`src/rtl/hello_multi.sv`:
```
// hello_multi: per-channel synchronizer, debouncer, mode-controlled output,
// registered rise/fall pulses and saturating rising-edge counters.
module hello_multi #(
   parameter int CH     = 4,
   parameter int STABLE = 8,
   parameter int CNT_W  = 8
) (
   input  logic                clk,
   input  logic                rst,
   input  logic [CH-1:0]       a,
   input  logic [1:0]          mode,
   input  logic                clr,
   output logic [CH-1:0]       b,
   output logic [CH-1:0]       rise,
   output logic [CH-1:0]       fall,
   output logic [CH*CNT_W-1:0] count
);
   localparam int DW = $clog2(STABLE) + 1;
   localparam logic [DW-1:0] LAST = DW'(STABLE - 1);
   logic [CH-1:0] s1_q, s2_q, db_q, db_d, b_q, b_d, rise_q, rise_d, fall_q, fall_d;
   logic [DW-1:0] cnt_q [CH];
   logic [DW-1:0] cnt_d [CH];
   logic [CH*CNT_W-1:0] count_q, count_d;
   always_comb begin
      db_d    = db_q;
      cnt_d   = cnt_q;
      b_d     = b_q;
      count_d = count_q;
      for (int j = 0; j < CH; j++) begin
         // any agreement, or acceptance, restarts the stability window
         cnt_d[j] = (s2_q[j] == db_q[j] || cnt_q[j] == LAST) ? '0 : cnt_q[j] + 1'b1;
         db_d[j]  = (s2_q[j] != db_q[j] && cnt_q[j] == LAST) ? s2_q[j] : db_q[j];
      end
      rise_d = db_d & ~db_q;
      fall_d = ~db_d & db_q;
      for (int j = 0; j < CH; j++) begin
         b_d[j] = (mode == 2'b00) ? db_d[j] :
                  (mode == 2'b01) ? ~db_d[j] :
                  (mode == 2'b10) ? b_q[j] ^ rise_d[j] : b_q[j];
         count_d[j*CNT_W +: CNT_W] = clr ? '0 :
            (rise_d[j] && count_q[j*CNT_W +: CNT_W] != '1) ? count_q[j*CNT_W +: CNT_W] + 1'b1 :
            count_q[j*CNT_W +: CNT_W];
      end
   end
   always_ff @(posedge clk or posedge rst) begin
      if (rst) begin
         s1_q    <= '0;
         s2_q    <= '0;
         db_q    <= '0;
         cnt_q   <= '{default: '0};
         b_q     <= '0;
         rise_q  <= '0;
         fall_q  <= '0;
         count_q <= '0;
      end else begin
         s1_q    <= a;
         s2_q    <= s1_q;
         db_q    <= db_d;
         cnt_q   <= cnt_d;
         b_q     <= b_d;
         rise_q  <= rise_d;
         fall_q  <= fall_d;
         count_q <= count_d;
      end
   end
   assign b     = b_q;
   assign rise  = rise_q;
   assign fall  = fall_q;
   assign count = count_q;
endmodule

```
`config.mk`:
```
export PLATFORM = sky130hd
export DESIGN_NAME = hello_multi
export DESIGN_NICKNAME = d
export VERILOG_FILES = /design/src/rtl/hello_multi.sv
export SDC_FILE = /design/constraint.sdc
export NUM_CORES = 1
export LEC_CHECK = 0
export ABC_AREA = 1
export CAP_MARGIN = 0
export CORE_ASPECT_RATIO = 1.5
export CORE_MARGIN = 4
export CORE_UTILIZATION = 59
export CTS_CLUSTER_DIAMETER = 80
export DETAILED_ROUTE_END_ITERATION = 8
export PLACE_DENSITY = 0.93
export SYNTH_ARGS = -nofsm -noshare
export SYNTH_HDL_FRONTEND = slang
export SYNTH_SLANG_ARGS = --single-unit
```
`constraint.sdc`:
```
create_clock -name clk -period 6.4 [get_ports clk]
set_clock_uncertainty 0.05 [all_clocks]
set_input_delay 1.6 -clock clk [delete_from_list [all_inputs] [get_ports clk]]
set_output_delay 1.6 -clock clk [all_outputs]
set_load 0.05 [all_outputs]
```
==> results of run 1 <==
## layer usage
| layer | wire length (um) | vias to the layer above | share of wire [%] | global-route usage [%] |
|---|---|---|---|---|
| met5 | 0 | - | 0 | 0 |
| met4 | 300 | 0 | 3.6 | 12.90 |
| met3 | 466 | 38 | 5.6 | 3.965 |
| met2 | 4490 | 140 | 54 | 41.07 |
| met1 | 3017 | 1564 | 36 | 26.08 |
| li1 | - | 1520 | - | - |
## logic make-up after synthesis
family	share of synthesized area, %
AND/OR/NAND/NOR	34.36
flip-flops	49.33
adder cells (fa/ha/maj)	2.741
AO/OA/AOI/OAI	2.981
buffers and inverters	5.790
XOR/XNOR	4.796
## power by group
| part | leakage (nW) | switching, mW | internal [mW] | total [mW] |
|---|---|---|---|---|
| Sequential | 0.969 | 0.0419 | 0.503 | 0.545 |
| Combinational | 1.12 | 0.150 | 0.0759 | 0.226 |
| Clock | 0.0993 | 0.171 | 0.190 | 0.361 |
| Total | 2.19 | 0.363 | 0.769 | 1.13 |
## registers in the layout (all words and copies together) (netlist names)
name,cells
db_q,4
fall,4
s2_q,4
b,4
rise,4
cnt_q,16
count,32
s1_q,4
## final timing paths
kind | end | depth (start not counted)
worst max-delay path | count[0] | 1
worst min-delay path | s2_q[3] | 0
worst max register to register | count[5] | 9
worst min register to register | s2_q[3] | 0
max in group asynchronous | s2_q[2] | 3
min in group asynchronous | count[29] | 3
## cells in the final DEF, fill, tap and decap left out, drive strengths merged, types with 2 or more instances in the layout
cell type	instances
or2	4
xor2	15
a21oi	2
ha	8
xnor2	5
clkinv	3
nand3	56
nand2	148
dfrtp	72
inv	49
nor2	53
clkbuf	11
clkdlybuf4s50	52
nor3b	2
o21ai	16
nand4	10
## cell type report
type / count / area (um^2) / share of cell area, %
multi-input cells: 320 / 1639 / 36.83
repair buffers: 53 / 528.0 / 11.86
well taps: 72 / 90.09 / 2.024
clock inverters: 5 / 56.30 / 1.265
inverters: 49 / 193.9 / 4.358
flip-flops and latches: 72 / 1802 / 40.48
clock buffers: 11 / 141.4 / 3.177
## stage by stage
step / instances / instance area [um^2] / total power [mW] / setup slack [ps]
6_report: 582 / 4451 / 1.132 / 3028
2_1_floorplan: 444 / 3652 / 0.7108 / 2925
5_1_grt: 582 / 4451 / 1.192 / 3010
3_5_place_dp: 566 / 4253 / 0.7768 / 3065
4_1_cts: 582 / 4451 / 1.136 / 3039
3_3_place_gp: 566 / 4253 / 0.7609 / 3208
==> reports/qor.csv, run 1 <==
metric,value,unit
status,completed,
slowest_delay,860,ps
ir_worst_vdd,0.2463,mV
max-slew-margin-rel,40.92,%
hold_class,flop to flop,
antenna_found_initial,0,
synthTopCellsByArea,"dfrtp_1 (49%), nand2_1 (14%), nand3_1 (7.1%), nor2_1 (4.7%), inv_1 (4.5%)",
fillers,441,
crit_slowest_cell,clkdlybuf4s50_1,
clkSinkCount,72,
cts_inserted_buffers,9,
r2r_start,count[0],
cp.required,4750,ps
htreeDepth,3,
cts_resized,0,
dp_hpwl,5984,um
rsz0062_at_grt,false,
post-route-min-period,3372,ps
wl_per_cell,14.22,um
cts_buffer_depth,2,
cts_root_buf,clkbuf_8,
synth_top_area_share,49.33,%
p_leak,2.187,nW
cp_cell_sequence,clkdlybuf4s50_1,
synth.distinct_cells,26,
drive_gt1_share,10.00,%
setup_violations,0,
grt_max_degree,73,
r2r_slack,4740,ps
synth_area_per_cell,8.226,um^2
crit_buf_inv,1,
synth-main-ff-cell,dfrtp_1,
drt_iter0_drc,213,
max_cap_violations,0,
power_density,254.4,nW/um^2
postSynthCellCount,444,
path_clk_slew,70,ps
cp_max_fo,7,
ys_seq_elements,72,
period_share,52.69,%
fmax,296.6,MHz
die_h,104.4,um
hold_slack,300.5,ps
postCtsSetupBuffers,0,
synthesis.area,3652,um^2
overflow,0,
critPathTopFamily,buffers and inverters,
wirelength,8275,um
start_util,61.76,%
coreArea,5913,um^2
maxSlewViolCount,0,
synthMostInstantiatedCell,nand2_1,
worstSetupStartpointType,flop,
drt_pass1_iterations,5,
diodes,0,
die_w,72.24,um
path_class,flop to output pin,
io_pins,53,
postCtsHoldBufs,0,
setup_tns,0,ps
async_flop_share,100.0,%
insertion_delay,350,ps
syn-num-nets,461,
grt_use_total,23.45,%
synth_edf_count,0,
gp_congestion,0.9177,
vias,3262,
ys_top_cells_by_count,"nand2_1 (137), dfrtp_1 (72), nand3_1 (52), nor2_1 (46), inv_1 (44)",
routed_via_density,5.605,
seq_area_frac_synth,49.33,%
grt_pass1_wl,14120,um
cp_data_arrival_time,1720,ps
hold_start,s1_q[3],
drcViolationCount,0,
dieArea,7539,um^2
worst_pin_slew,886.2,ps
ys_warn_count,0,
crit_path_end_kind,output pin,
portBuffers,52,
nets,522,
area_delta_synth_final,21.86,%
ant_nets,0,
crit_path_start,count[0],
fin_util,75.26,%
first_global_vias,3330,
rows,34,
final-hold-violation-count,0,
synth_top_area_cell,dfrtp_1,
tritoncts,yes,
No activity file was read; power rests on OpenSTA's default activity.
==> run 2: changes to the inputs <==
CORE_UTILIZATION = 54   (was 59)
PLACE_DENSITY = 0.86   (was 0.93)
clock period = 3.4 ns   (was 6.4 ns; I/O delays follow)
==> run 2 against run 1 <==
  * Clock-buffer cell count stayed put
  * Utilization is 5.9 points lower
  * Cell count is 0.69% higher
  * Flip-flop and latch count stayed put
  * Total power is 110% higher
  * Worst setup slack worse by 2200 ps
  * Hold slack hardly changed
  * Critical path type unchanged
==> reports/qor.csv, run 2 (same netlist as run 1, synthesis figures left out) <==
metric,value,unit
final_cells,586,
crit_buf_inv,1,
grt_max_degree,46,
post-route-min-period,2600,ps
drive_gt1_share,9.804,%
finalPower,2.324,mW
first_global_vias,3143,
routed_via_density,5.258,
maxSlewViolCount,0,
rsz0062_at_grt,false,
insertion_delay,350,ps
cp_cell_sequence,clkdlybuf4s50_1,
area_delta_synth_final,24.05,%
dp.cells,570,
period_share,76.46,%
fin_util,69.37,%
cp_max_fo,6,
status,completed,
seqPwrFrac,44.2,%
nets,522,
post-place-ws,853.3,ps
diodes,0,
final-hold-violation-count,0,
io_pins,53,
cts_resized,0,
grt_pass1_wl,13210,um
postCtsHoldBufs,0,
drt_iter0_drc,183,
setup_slack,800.3,ps
grt_use_total,20.81,%
hold_class,flop to flop,
wirelength,7536,um
max-slew-margin-rel,59.01,%
rows,36,
die_w,75.15,um
cell_internal_pwr,1.654,mW
gp_congestion,0.9051,
drt_pass1_iterations,5,
path_clk_slew,70,ps
vias,3081,
setup_violations,0,
postCtsSetupBuffers,0,
largest_reg_flops,32,
crit_slowest_cell,clkdlybuf4s50_1,
design_area,4531,um^2
htreeDepth,3,
drcViolationCount,0,
ir_worst_vdd,0.4718,mV
path_class,flop to output pin,
dp_hpwl,5569,um
slowest_delay,860,ps
setup_tns,0,ps
ant_nets,0,
placed_area,4270,um^2
layout_commonest_cell,nand2_1,
hold_start,s1_q[2],
cp.required,2500,ps
dieArea,8170,um^2
r2r_start,count[24],
tritoncts,yes,
power.switching,0.6692,mW
hold_slack,300.2,ps
power_density,512.9,nW/um^2
coreArea,6531,um^2
crit_path_end_kind,output pin,
combPwrFrac,18.0,%
wl_per_cell,12.86,um
cp_data_arrival_time,1700,ps
p_leak,2.220,nW
power.share.clock,37.8,%
max_cap_violations,0,
overflow,0,
clkSinkCount,72,
worst_pin_slew,613.9,ps
cts_root_buf,clkbuf_8,
cts_inserted_buffers,9,
cts_buffer_depth,2,
antenna_found_initial,0,
die_h,108.7,um
portBuffers,52,
start_util,55.92,%
critPathTopFamily,buffers and inverters,
switching_share,28.80,%
mostFrequentLayoutCells,"nand2_1 (137), dfrtp_1 (72), nand3_1 (52), clkdlybuf4s50_1 (52), nor2_1 (46)",
fmax,384.7,MHz
crit_path_start,count[11],
worstSetupStartpointType,flop,
## run 2: cell count changes in the layout (fill, tap and decap cells not counted), sizes merged
cell / delta
bufinv: +3
clkinv: -2
clkinvlp: -1
## run 2: final cells by class
| type | instances | area [um^2] |
|---|---|---|
| Clock buffer | 11 | 131.4 |
| Inverter | 49 | 193.9 |
| Clock inverter | 5 | 128.9 |
| Sequential cell | 72 | 1802 |
| Fill cell | 511 | 2001 |
| Tap cell | 76 | 95.09 |
| Multi-Input combinational cell | 320 | 1639 |
| Timing Repair Buffer | 53 | 540.5 |
## run 2: path summary, 6_finish.rpt
path / cells past startpoint / slack [ps] / to
worst max register to register: 9 / 1810 / count[27]
max in group asynchronous: 3 / 1820 / count[23]
worst min register to register: 0 / 300 / s2_q[2]
worst min-delay path: 0 / 300 / s2_q[2]
min in group asynchronous: 2 / 840 / count[29]
worst max-delay path: 1 / 800 / count[11]
## run 2: power groups by stage
stage          Clock, mW  Combinational, mW  Sequential, mW
2_1_floorplan          0              0.238            1.10
3_3_place_gp           0              0.402            1.04
3_5_place_dp           0              0.419            1.04
4_1_cts            0.896              0.426            1.03
5_1_grt            0.939              0.474            1.04
6_report           0.878              0.419            1.03
## run 2: per-layer routing
metal	global-route usage (%)	routed length [um]
met3	4.797	352
met4	9.500	148
met1	23.34	2991
met5	0	0
met2	36.53	4044
==> run 3: changes to the inputs <==
clock period = 2.5 ns   (was 3.4 ns; I/O delays follow)
==> run 3 against run 2 <==
  * Clock power is 16% higher
  * Register-to-register slack got worse by 910 ps
  * Critical path depth unchanged
  * Largest cell class unchanged
  * Sequential power is 35% higher
  * Global-route usage is 0.18 points higher
  * Worst setup slack got worse by 660 ps
  * Hold slack improved by 7.9 ps
  * Final area shrank 0.19%
==> reports/qor.csv, run 3 (same netlist as run 1, synthesis figures left out) <==
metric,value,unit
status,completed,
mostFrequentLayoutCells,"nand2_1 (137), dfrtp_1 (72), nand3_1 (52), clkdlybuf4s50_1 (52), nor2_1 (46)",
period_share,94.43,%
cell_internal_pwr,2.075,mW
drcViolationCount,0,
start_util,55.92,%
dp.cells,574,
postCtsSetupBuffers,0,
grt_pass1_wl,13300,um
rsz0062_at_grt,false,
worst_pin_slew,505.6,ps
die_h,108.7,um
crit_buf_inv,1,
cts_inserted_buffers,9,
power.share.clock,34.1,%
cts_root_buf,clkbuf_8,
gp_congestion,0.9354,
wl_per_cell,13.25,um
slowest_delay,850,ps
power_density,659.7,nW/um^2
drt_pass1_iterations,5,
antenna_found_initial,0,
path_class,flop to output pin,
crit_path_end_kind,output pin,
cp_data_arrival_time,1690,ps
routed_via_density,5.319,
cp_max_fo,6,
ir_worst_vdd,0.5218,mV
portBuffers,52,
overflow,0,
post-place-ws,457.2,ps
grt_use_total,20.98,%
hold_class,flop to flop,
drive_gt1_share,10.70,%
final-hold-violation-count,0,
cts_resized,0,
setup_tns,0,ps
placed_area,4300,um^2
finalPower,2.983,mW
vias,3138,
io_pins,53,
dp_hpwl,5819,um
area_delta_synth_final,23.81,%
postCtsHoldBufs,0,
rows,36,
nets,526,
design_area,4522,um^2
max_cap_violations,0,
fin_util,69.23,%
dieArea,8170,um^2
wirelength,7815,um
htreeDepth,3,
seqPwrFrac,46.7,%
cp_cell_sequence,clkdlybuf4s50_1,
final_cells,590,
crit_slowest_cell,clkdlybuf4s50_1,
die_w,75.15,um
diodes,0,
power.switching,0.9084,mW
multi_input_comb_area,1639,um^2
fmax,423.6,MHz
path_clk_slew,80,ps
post-route-min-period,2361,ps
worstSetupStartpointType,flop,
first_global_vias,3186,
combPwrFrac,19.2,%
setup_slack,139.2,ps
setup_violations,0,
layout_commonest_cell,nand2_1,
ant_nets,0,
ff_latch_area,1802,um^2
clkSinkCount,72,
switching_share,30.45,%
grt_max_degree,30,
hold_start,s1_q[3],
largest_reg_flops,32,
drt_iter0_drc,171,
critPathTopFamily,buffers and inverters,
cp.required,1820,ps
r2r_start,count[0],
hold_slack,308.1,ps
cts_buffer_depth,2,
max-slew-margin-rel,66.19,%
coreArea,6531,um^2
crit_path_start,count[11],
maxSlewViolCount,0,
fillers,508,
insertion_delay,350,ps
p_leak,2.217,nW
tritoncts,yes,
-- run 3: cell count changes in the layout (fill, tap and decap cells not counted), sizes merged --
cell and change:
buf +4, bufinv -2, clkinvlp +2
-- run 3: cell type report --
cell class,count,share of cell area (%)
clock buffers,11,3.127
clock inverters,5,1.771
inverters,49,4.289
multi-input cells,320,36.25
flip-flops and latches,72,39.85
well taps,76,2.103
repair buffers,57,12.62
-- run 3: worst reg2reg max path, cell delays in order (launching register included) --
cell     delay [ps]
dfrtp_1         470
ha_1            220
inv_1            60
nor2_2          150
nand2_1          80
nand2_2          90
nand2_2          80
inv_2           180
nand2_1         100
o21ai_2          60
-- run 3: power by group through the flow --
| stage | Sequential, mW | Combinational, mW | Clock [mW] |
|---|---|---|---|
| 2_1_floorplan | 1.50 | 0.324 | 0 |
| 3_3_place_gp | 1.41 | 0.553 | 0 |
| 3_5_place_dp | 1.41 | 0.573 | 0 |
| 4_1_cts | 1.39 | 0.582 | 1.03 |
| 5_1_grt | 1.41 | 0.652 | 1.08 |
| 6_report | 1.39 | 0.574 | 1.02 |
-- run 3: worst paths after layout --
| check | to | slack [ps] | cells past startpoint |
|---|---|---|---|
| max | count[11] | 140 | 1 |
| min | s2_q[3] | 310 | 0 |
| max reg2reg | count[4] | 900 | 9 |
| min reg2reg | s2_q[3] | 310 | 0 |
| max in group asynchronous | cnt_q[15] | 1440 | 3 |
| min in group asynchronous | cnt_q[1] | 460 | 2 |
-- run 3: metal layers --
metal / share of wire [%] / global-route usage (%)
met1: 39 / 23.12
met2: 53 / 37.34
met3: 4.9 / 4.613
met4: 2.6 / 9.750
met5: 0 / 0
